==> src/rtl/slt_sort_stage.sv <==
// Buffer-and-sort stage: collects up to DEPTH signed words, bubble-sorts them with one slt compare-and-swap per cycle, streams them out ascending.
// Latency: len-1 to len*(len-1)/2 SORT cycles after the last accept. No overlap between loading and draining.
// Backpressure: in_ready only in LOAD; the output holds while out_ready is low. SLT_SORT_STATS_EN adds the swap_count port.

module slt #(
  parameter int N = 32
) (
  input  logic [N-1:0] a,
  input  logic [N-1:0] b,
  output logic         lt
);
  logic [N-1:0] diff;

  // Same-sign operands cannot overflow on subtraction; mixed signs decide on a's sign alone.
  assign diff = a - b;
  assign lt   = (a[N-1] ^ b[N-1]) ? a[N-1] : diff[N-1];
endmodule

module slt_sort_stage #(
  parameter int N     = 32,
  parameter int DEPTH = 8
) (
  input  logic         clk,
  input  logic         rst,
  input  logic         in_valid,
  output logic         in_ready,
  input  logic [N-1:0] in_data,
  input  logic         in_last,
  output logic         out_valid,
  input  logic         out_ready,
  output logic [N-1:0] out_data,
  output logic         out_last,
  output logic         busy
`ifdef SLT_SORT_STATS_EN
  ,
  output logic [$clog2(DEPTH*DEPTH):0] swap_count
`endif
);
  localparam int AW = $clog2(DEPTH);
  localparam int CW = AW + 1;

  typedef enum logic [1:0] {LOAD, SORT, DRAIN} state_t;

  state_t         state, state_nxt;
  logic [N-1:0]   mem [DEPTH];
  logic [CW-1:0]  count;
  logic [CW-1:0]  len;
  logic [AW-1:0]  rd_ptr;
  logic [AW-1:0]  pass;
  logic [AW-1:0]  j;
  logic [AW-1:0]  j1;
  logic           swapped;
  logic           lt;
  logic           in_acc, out_acc, load_end, pass_end, sort_done;
  logic [CW-1:0]  last_j;

  assign j1 = j + 1'b1;

  slt #(.N(N)) u_slt (
    .a  (mem[j1]),
    .b  (mem[j]),
    .lt (lt)
  );

  assign in_acc    = in_valid && in_ready;
  assign out_acc   = out_valid && out_ready;
  assign load_end  = in_acc && (in_last || (count == CW'(DEPTH - 1)));
  assign last_j    = len - CW'(2) - {1'b0, pass};
  assign pass_end  = (state == SORT) && ({1'b0, j} == last_j);
  // A swap on the final compare of a pass still means the burst may be unsorted.
  assign sort_done = pass_end && (!(swapped || lt) || ({1'b0, pass} == len - CW'(2)));

  always_ff @(posedge clk) begin
    if (rst) state <= LOAD;
    else     state <= state_nxt;
  end

  always_comb begin
    state_nxt = state;
    case (state)
      LOAD:    if (load_end) state_nxt = (count == '0) ? DRAIN : SORT;
      SORT:    if (sort_done) state_nxt = DRAIN;
      DRAIN:   if (out_acc && out_last) state_nxt = LOAD;
      default: state_nxt = LOAD;
    endcase
  end

  always_comb begin
    in_ready  = 1'b0;
    out_valid = 1'b0;
    out_data  = '0;
    out_last  = 1'b0;
    busy      = 1'b0;
    case (state)
      LOAD:  in_ready = 1'b1;
      SORT:  busy = 1'b1;
      DRAIN: begin
        out_valid = 1'b1;
        out_data  = mem[rd_ptr];
        out_last  = ({1'b0, rd_ptr} == len - CW'(1));
      end
      default: ;
    endcase
  end

  always_ff @(posedge clk) begin
    if (rst) begin
      count   <= '0;
      rd_ptr  <= '0;
      swapped <= 1'b0;
      len     <= '0;
      pass    <= '0;
      j       <= '0;
    end else begin
      case (state)
        LOAD: if (in_acc) begin
          count   <= count + 1'b1;
          pass    <= '0;
          j       <= '0;
          swapped <= 1'b0;
          if (load_end) len <= count + 1'b1;
        end
        SORT: begin
          if (pass_end) begin
            if (!sort_done) begin
              pass    <= pass + 1'b1;
              j       <= '0;
              swapped <= 1'b0;
            end
          end else begin
            j       <= j1;
            swapped <= swapped || lt;
          end
        end
        DRAIN: if (out_acc) begin
          if (out_last) begin
            count  <= '0;
            rd_ptr <= '0;
          end else begin
            rd_ptr <= rd_ptr + 1'b1;
          end
        end
        default: ;
      endcase
    end
  end

  // Buffer contents are don't-care after reset, so no reset term here.
  always_ff @(posedge clk) begin
    if (in_acc) begin
      mem[count[AW-1:0]] <= in_data;
    end else if (state == SORT && lt) begin
      mem[j]  <= mem[j1];
      mem[j1] <= mem[j];
    end
  end

`ifdef SLT_SORT_STATS_EN
  always_ff @(posedge clk) begin
    if (rst)                          swap_count <= '0;
    else if (in_acc && count == '0)   swap_count <= '0;
    else if (state == SORT && lt)     swap_count <= swap_count + 1'b1;
  end
`endif
endmodule

==> config.mk <==
export PLATFORM = sky130hd
export DESIGN_NAME = slt_sort_stage
export DESIGN_NICKNAME = d
export VERILOG_FILES = /design/src/rtl/slt_sort_stage.sv
export SDC_FILE = /design/constraint.sdc
export NUM_CORES = 1
export LEC_CHECK = 0
export ABC_AREA = 1
export BUFFER_PORTS_ARGS = -buffer_cell sky130_fd_sc_hd__buf_2
export CORE_MARGIN = 2
export CORE_UTILIZATION = 40
export DETAILED_ROUTE_END_ITERATION = 7
export PLACE_DENSITY = 0.54
export SLEW_MARGIN = 20
export SYNTH_ARGS = -nofsm -noshare
export SYNTH_HDL_FRONTEND = slang
export SYNTH_SLANG_ARGS = --single-unit
==> constraint.sdc <==
create_clock -name clk -period 5.3 [get_ports clk]
set_input_delay 1.06 -clock clk [delete_from_list [all_inputs] [get_ports clk]]
set_output_delay 1.06 -clock clk [all_outputs]
set_load 0.01 [all_outputs]
Word-level counts from Yosys, hierarchy flattened
Memories as Yosys holds them, arrays and structs flattened. A register that Yosys moved wholly into a read port is not among the register bits.
Cells that the tools add are included.
{"block": "word_totals", "output_inout_bits": 36, "wordCells": 93, "mem_count": 1, "ramBits": 256, "reg_bits": 20, "inputBits": 37}
{"block": "op_classes", "eq_ne": 15, "addsub": 8, "n_reduce_logical": 22, "bitwise": 1, "n_mux": 39}
{"memory": "mem", "depth": 8, "width": 32, "read_ports": 3, "rd_ports_with_merged_regs": 2, "write_ports": 2, "line": "45", "source": "logic [N-1:0] mem [DEPTH];"}
{"cell": "$mux 32", "count": 2}
{"cell": "$mux 3", "count": 11}
{"cell": "$reduce_or 32->1", "count": 1}
{"cell": "$sub 32x32->32", "count": 1}
{"cell": "$ne 2x2->1 const B", "count": 8}
{"cell": "$mux 1", "count": 14}
{"cell": "$eq 3x4->1", "count": 3}
{"cell": "$mux 4", "count": 3}
{"cell": "$pmux 3 s2", "count": 2}
{"cell": "$add 3x1->3 const B", "count": 3}
{"cell": "$reduce_and 3->1", "count": 3}
{"cell": "$mux 2", "count": 4}
{"cell": "$pmux 4 s2", "count": 1}
{"cell": "$reduce_and 4->1", "count": 2}
{"cell": "$logic_and 1x1->1", "count": 7}
{"cell": "$pmux 2 s3", "count": 1}
{"cell": "$add 4x1->4 const B", "count": 1}
{"cell": "$eq 4x3->1 const B", "count": 1}
{"cell": "$logic_not 4->1", "count": 1}
{"cell": "$reduce_bool 2->1", "count": 2}
{"cell": "$sub 4x1->4 const B", "count": 1}
{"cell": "$sub 4x2->4 const B", "count": 1}
{"cell": "$sub 4x3->4", "count": 1}
{"cell": "$logic_or 1x1->1", "count": 3}
{"cell": "8 further kinds", "count": 8}

Logic depth before layout (Yosys ltp)
An unclocked memory read counts as a cell.
{"block": "logic_depth", "word_depth": 13, "depth_mapped": 29, "depth_no_buf": 27}

Hierarchy
A second synthesis with hierarchy kept.
{"block": "hier_totals", "hier_cells": 2898, "hier_area_um2": 21604.5}
{"module": "slt_sort_stage", "area_each_um2": 20739.9, "seq_area_each_um2": 8207.9, "instances": 1, "cells_per_inst": 2753}
{"module": "slt", "area_each_um2": 864.6, "seq_area_each_um2": 0.0, "instances": 1, "cells_per_inst": 145}

Worst setup path before layout
OpenSTA, ideal clock, no wires.
{"block": "synth_path", "path_type": "reg-to-reg", "start": "register j[0]", "end": "memory mem[0][0], enable pin", "required_ns": 4.867, "n_path_buf": 2, "slack_ns": -0.360, "synth_period_minus_slack_ns": 5.660, "path_stages_with_launch": 25, "arrival_ns": 5.228, "setup_time_ns": 0.433, "path_cell_list": "dfxtp_1 ha_1 inv_2 nor2_4 buf_4 a22oi_1 nand3_1 ha_1 nand2_1 inv_1 nand2_1 a31oi_1 nor3_1 a21boi_0 nand2_1 a21oi_1 fa_1 inv_1 nor2_8 inv_4 buf_6 nand2_1 o21ai_0 nand2_1 o22ai_1"}
{"item": "start, declared", "line": "50", "source": "logic [AW-1:0] j;"}
{"item": "start signal, assigned", "line": "131", "source": "j <= j1;"}
{"item": "end, declared", "line": "45"}

==> results by group <==
Outcome
  • Status: complete, no violations

Detailed routing
  • WL final: 72,100 um
  • Initial drt markers: 1,964
  • Drc violations: 0
  • DR vias: 19,100
  • Drt pass-1 iters: 6
  • Final antenna-violating net count: 0
  • Routed vias/inst: 5.78
  • Routed len/inst: 21.8 um

Setup path
  • Crit path top cell by count: a21oi_1
  • Startpoint Class: flip-flop
  • Slowest stage delay, CP: 0.36 ns
  • WP data arrival: 5.24 ns
  • Crit path buf inv count: 8
  • CP endpoint kind: flip-flop
  • CP required: 5.55 ns
  • Crit-path max FO: 15
  • Worst setup path category: flip-flop to flip-flop
  • CP delay by family, top: buffers and inverters
  • Crit-path slowest cell: dfxtp_4

Synthesis
  • Async set-reset flop share out of synthesis: 0%
  • Seq/Total Area, Yosys: 41.2%
  • Syn_nets: 2,678
  • YS warnings: 0
  • Largest cells by area after synthesis: edfxtp_1, o21ai_0, nand2_1
  • Synthesized cell area: 0.0199 mm^2
  • Area share of the largest cell type after synthesis: 38.6%
  • Mapped Avg Cell Area: 7.67 um^2
  • Mapped Cells: 2,598
  • Yosys reg bits: 282
  • Post-synth EDFFs: 256
  • Post-synth top area cell: edfxtp_1
  • Top_reg_cell synth: edfxtp_1
  • Unique masters post-synth: 46

Power and ir drop
  • Lkg Pwr: 0.00796 uW
  • Switching portion of total power: 43.9%
  • Total power density per cell area: 454 mW/mm^2
  • Internal power: 5780 uW
  • Clock network power share: 24.6%
  • NetSw: 4520 uW
  • Flop pwr share: 29.0%
  • Combinational share of power: 46.4%
  • Worst vdd ir: 0.239 mV

Job
  • Max-cap violation count: 0

Die
  • DIE AREA: 0.0516 mm^2
  • Die H: 227 um
  • Core ar.: 0.0491 mm^2
  • # rows: 81
  • Die width: 227 um
  • Ports: 73
  • Initial core utilization: 40.6%

GRT
  • Initial antenna violation count: 0
  • Vias in the first global route: 18,000
  • Overall routing resource usage: 28.2%
  • GRT overflow: 0
  • First-pass GRT wire length: 110,000 um
  • Largest net degree at the start of global routing: 222

Clock network
  • Later-pin clock latency in the skew report: 0.56 ns
  • Reg clk slew, reported paths: 0.06 ns
  • Post-CTS Hold Buffers: 0
  • TritonCTS Buffers: 36
  • Max Root-Sink Buffers: 3
  • Clock root buffer: clkbuf_16
  • H-tree depth: 2
  • CTS tree: built
  • # clock sinks: 282

STA
  • Hold slack: 0.464 ns
  • Final setup violating endpoints: 0
  • Worst Tran Pin Value: 1.14 ns
  • Clock skew: 0.0307 ns
  • Minimum clock period: 4.99 ns
  • Final Cycle Share: 94.1%
  • Max transition margin: 23.8%
  • Fmax: 0.200 GHz
  • Max-slew violation count: 0
  • Final Hold Viols: 0

Layout
  • NumNets Final: 2,687
  • Post-route insts no fill: 3,299
  • Layout cell share with drive strength beyond 1: 11.2%
  • Most frequent cells in the layout: nand2_1, o21ai_0, edfxtp_1
  • Most common cell after layout, fill and taps aside: nand2_1
  • # diodes: 0
  • Layout area overhead: 13.9%

Placement
  • Final HPWL DP: 46,000 um
  • IO Port Bufs: 72
  • Routability cong.: 0.892
  • Placed insts: 3,232

Min path
  • Worst hold path class: flip-flop to flip-flop
## cells by family (layout without fill, tap and decap cells)
kind of cell | Yosys count | count (layout) | share of synthesized area (%)
mux | 19 | 19 | 2.06
fa+ha+maj | 43 | 43 | 2.77
xor+xnor | 10 | 10 | 0.439
compound gates | 983 | 983 | 26.8
buf+inv | 409 | 446 | 8.77
flops | 282 | 282 | 41.2
simple gates | 852 | 852 | 18.0
## tightest hold or removal path, stage by stage (launching register included)
cell	delay, ns
dfxtp_1	0.31
inv_1	0.05
a21oi_1	0.05
## flip-flops by register name (all words and copies together), names as in the netlist, named ones only
signal,count
count,4
swapped,1
pass,3
len,4
j,3
mem,256
state,2
rd_ptr,3
## power by group through the flow
stage                     sequential (uW)  combinational [uW]  clock (uW)
after floorplan                      2960                3060           0
after global placement               3030                4650           0
after detailed placement             3030                4680           0
after CTS                            2980                4720        2570
after global routing                 3010                5260        2670
final                                2990                4780        2540
## what timing repair did
action,4_1_cts,5_1_grt
setup buffers,1,0
endpoints found under the setup margin,512,459
cloned,0,0
resized for setup,3,13
## layout make-up
cell class                      count  area [um^2]
Multi-Input combinational cell   1907        10100
Sequential cell                   282         8230
Fill cell                        4849        26300
Clock buffer                       45          956
Clock inverter                     21          235
Tap cell                          664          831
Inverter                          218          831
Timing Repair Buffer              162         1490
## final timing paths
kind / slack, ns / end / cells past startpoint / from
max: 0.31 / mem[6][17] / 26 / j[0]
max reg2reg: 0.31 / mem[6][17] / 26 / j[0]
min: 0.46 / swapped / 2 / swapped
min reg2reg: 0.46 / swapped / 2 / swapped
## Yosys cell counts (2+ instances only)
| cell type | n |
|---|---|
| nor3_1 | 3 |
| o211ai_1 | 93 |
| a211oi_1 | 2 |
| a22oi_1 | 31 |
| buf_2 | 45 |
| buf_6 | 3 |
| clkbuf_2 | 10 |
| o21ai_0 | 539 |
| buf_4 | 30 |
| inv_2 | 8 |
| nand2_4 | 2 |
| a21oi_1 | 190 |
| mux2i_2 | 2 |
| mux2i_4 | 17 |
| clkbuf_1 | 80 |
| inv_4 | 4 |
| nor2_1 | 73 |
| dfxtp_1 | 26 |
| or2_2 | 2 |
| o21ai_2 | 6 |
| edfxtp_1 | 256 |
| nand3_1 | 110 |
| nor2_4 | 5 |
| buf_1 | 23 |
| ha_1 | 41 |
| xnor2_1 | 3 |
| o21ai_1 | 66 |
| fa_1 | 2 |
| inv_1 | 204 |
| o22ai_1 | 9 |
| nor2_2 | 2 |
| nand2_1 | 634 |
| xor2_1 | 7 |
| a31oi_1 | 43 |
| nand4_1 | 7 |
| nor2_8 | 9 |
| clkinv_1 | 2 |
## routing by layer
| metal | up-vias | GRT usage (%) | part of all wire (%) |
|---|---|---|---|
| met5 | - | 0 | 0 |
| met4 | 0 | 10.4 | 3.1 |
| met3 | 153 | 3.65 | 7.7 |
| met2 | 814 | 45.7 | 46 |
| met1 | 8995 | 38.5 | 43 |
| li1 | 9108 | - | - |
## through the flow
step / instance area (um^2) / total power, uW / TNS [ns] / setup slack (ns) / utilization, %
2_1_floorplan: 20000 / 6020 / -46.01 / -0.360 / -
3_3_place_gp: 21400 / 7670 / -80.37 / -0.355 / 43.7
3_5_place_dp: 21400 / 7710 / -80.67 / -0.391 / 43.7
4_1_cts: 22700 / 10300 / 0 / 0.0776 / 46.2
5_1_grt: 22700 / 10900 / -0.0359 / -0.00995 / 46.3
6_report: 22700 / 10300 / 0 / 0.310 / 46.3
Note: power is estimated with default switching activity, not from simulation.
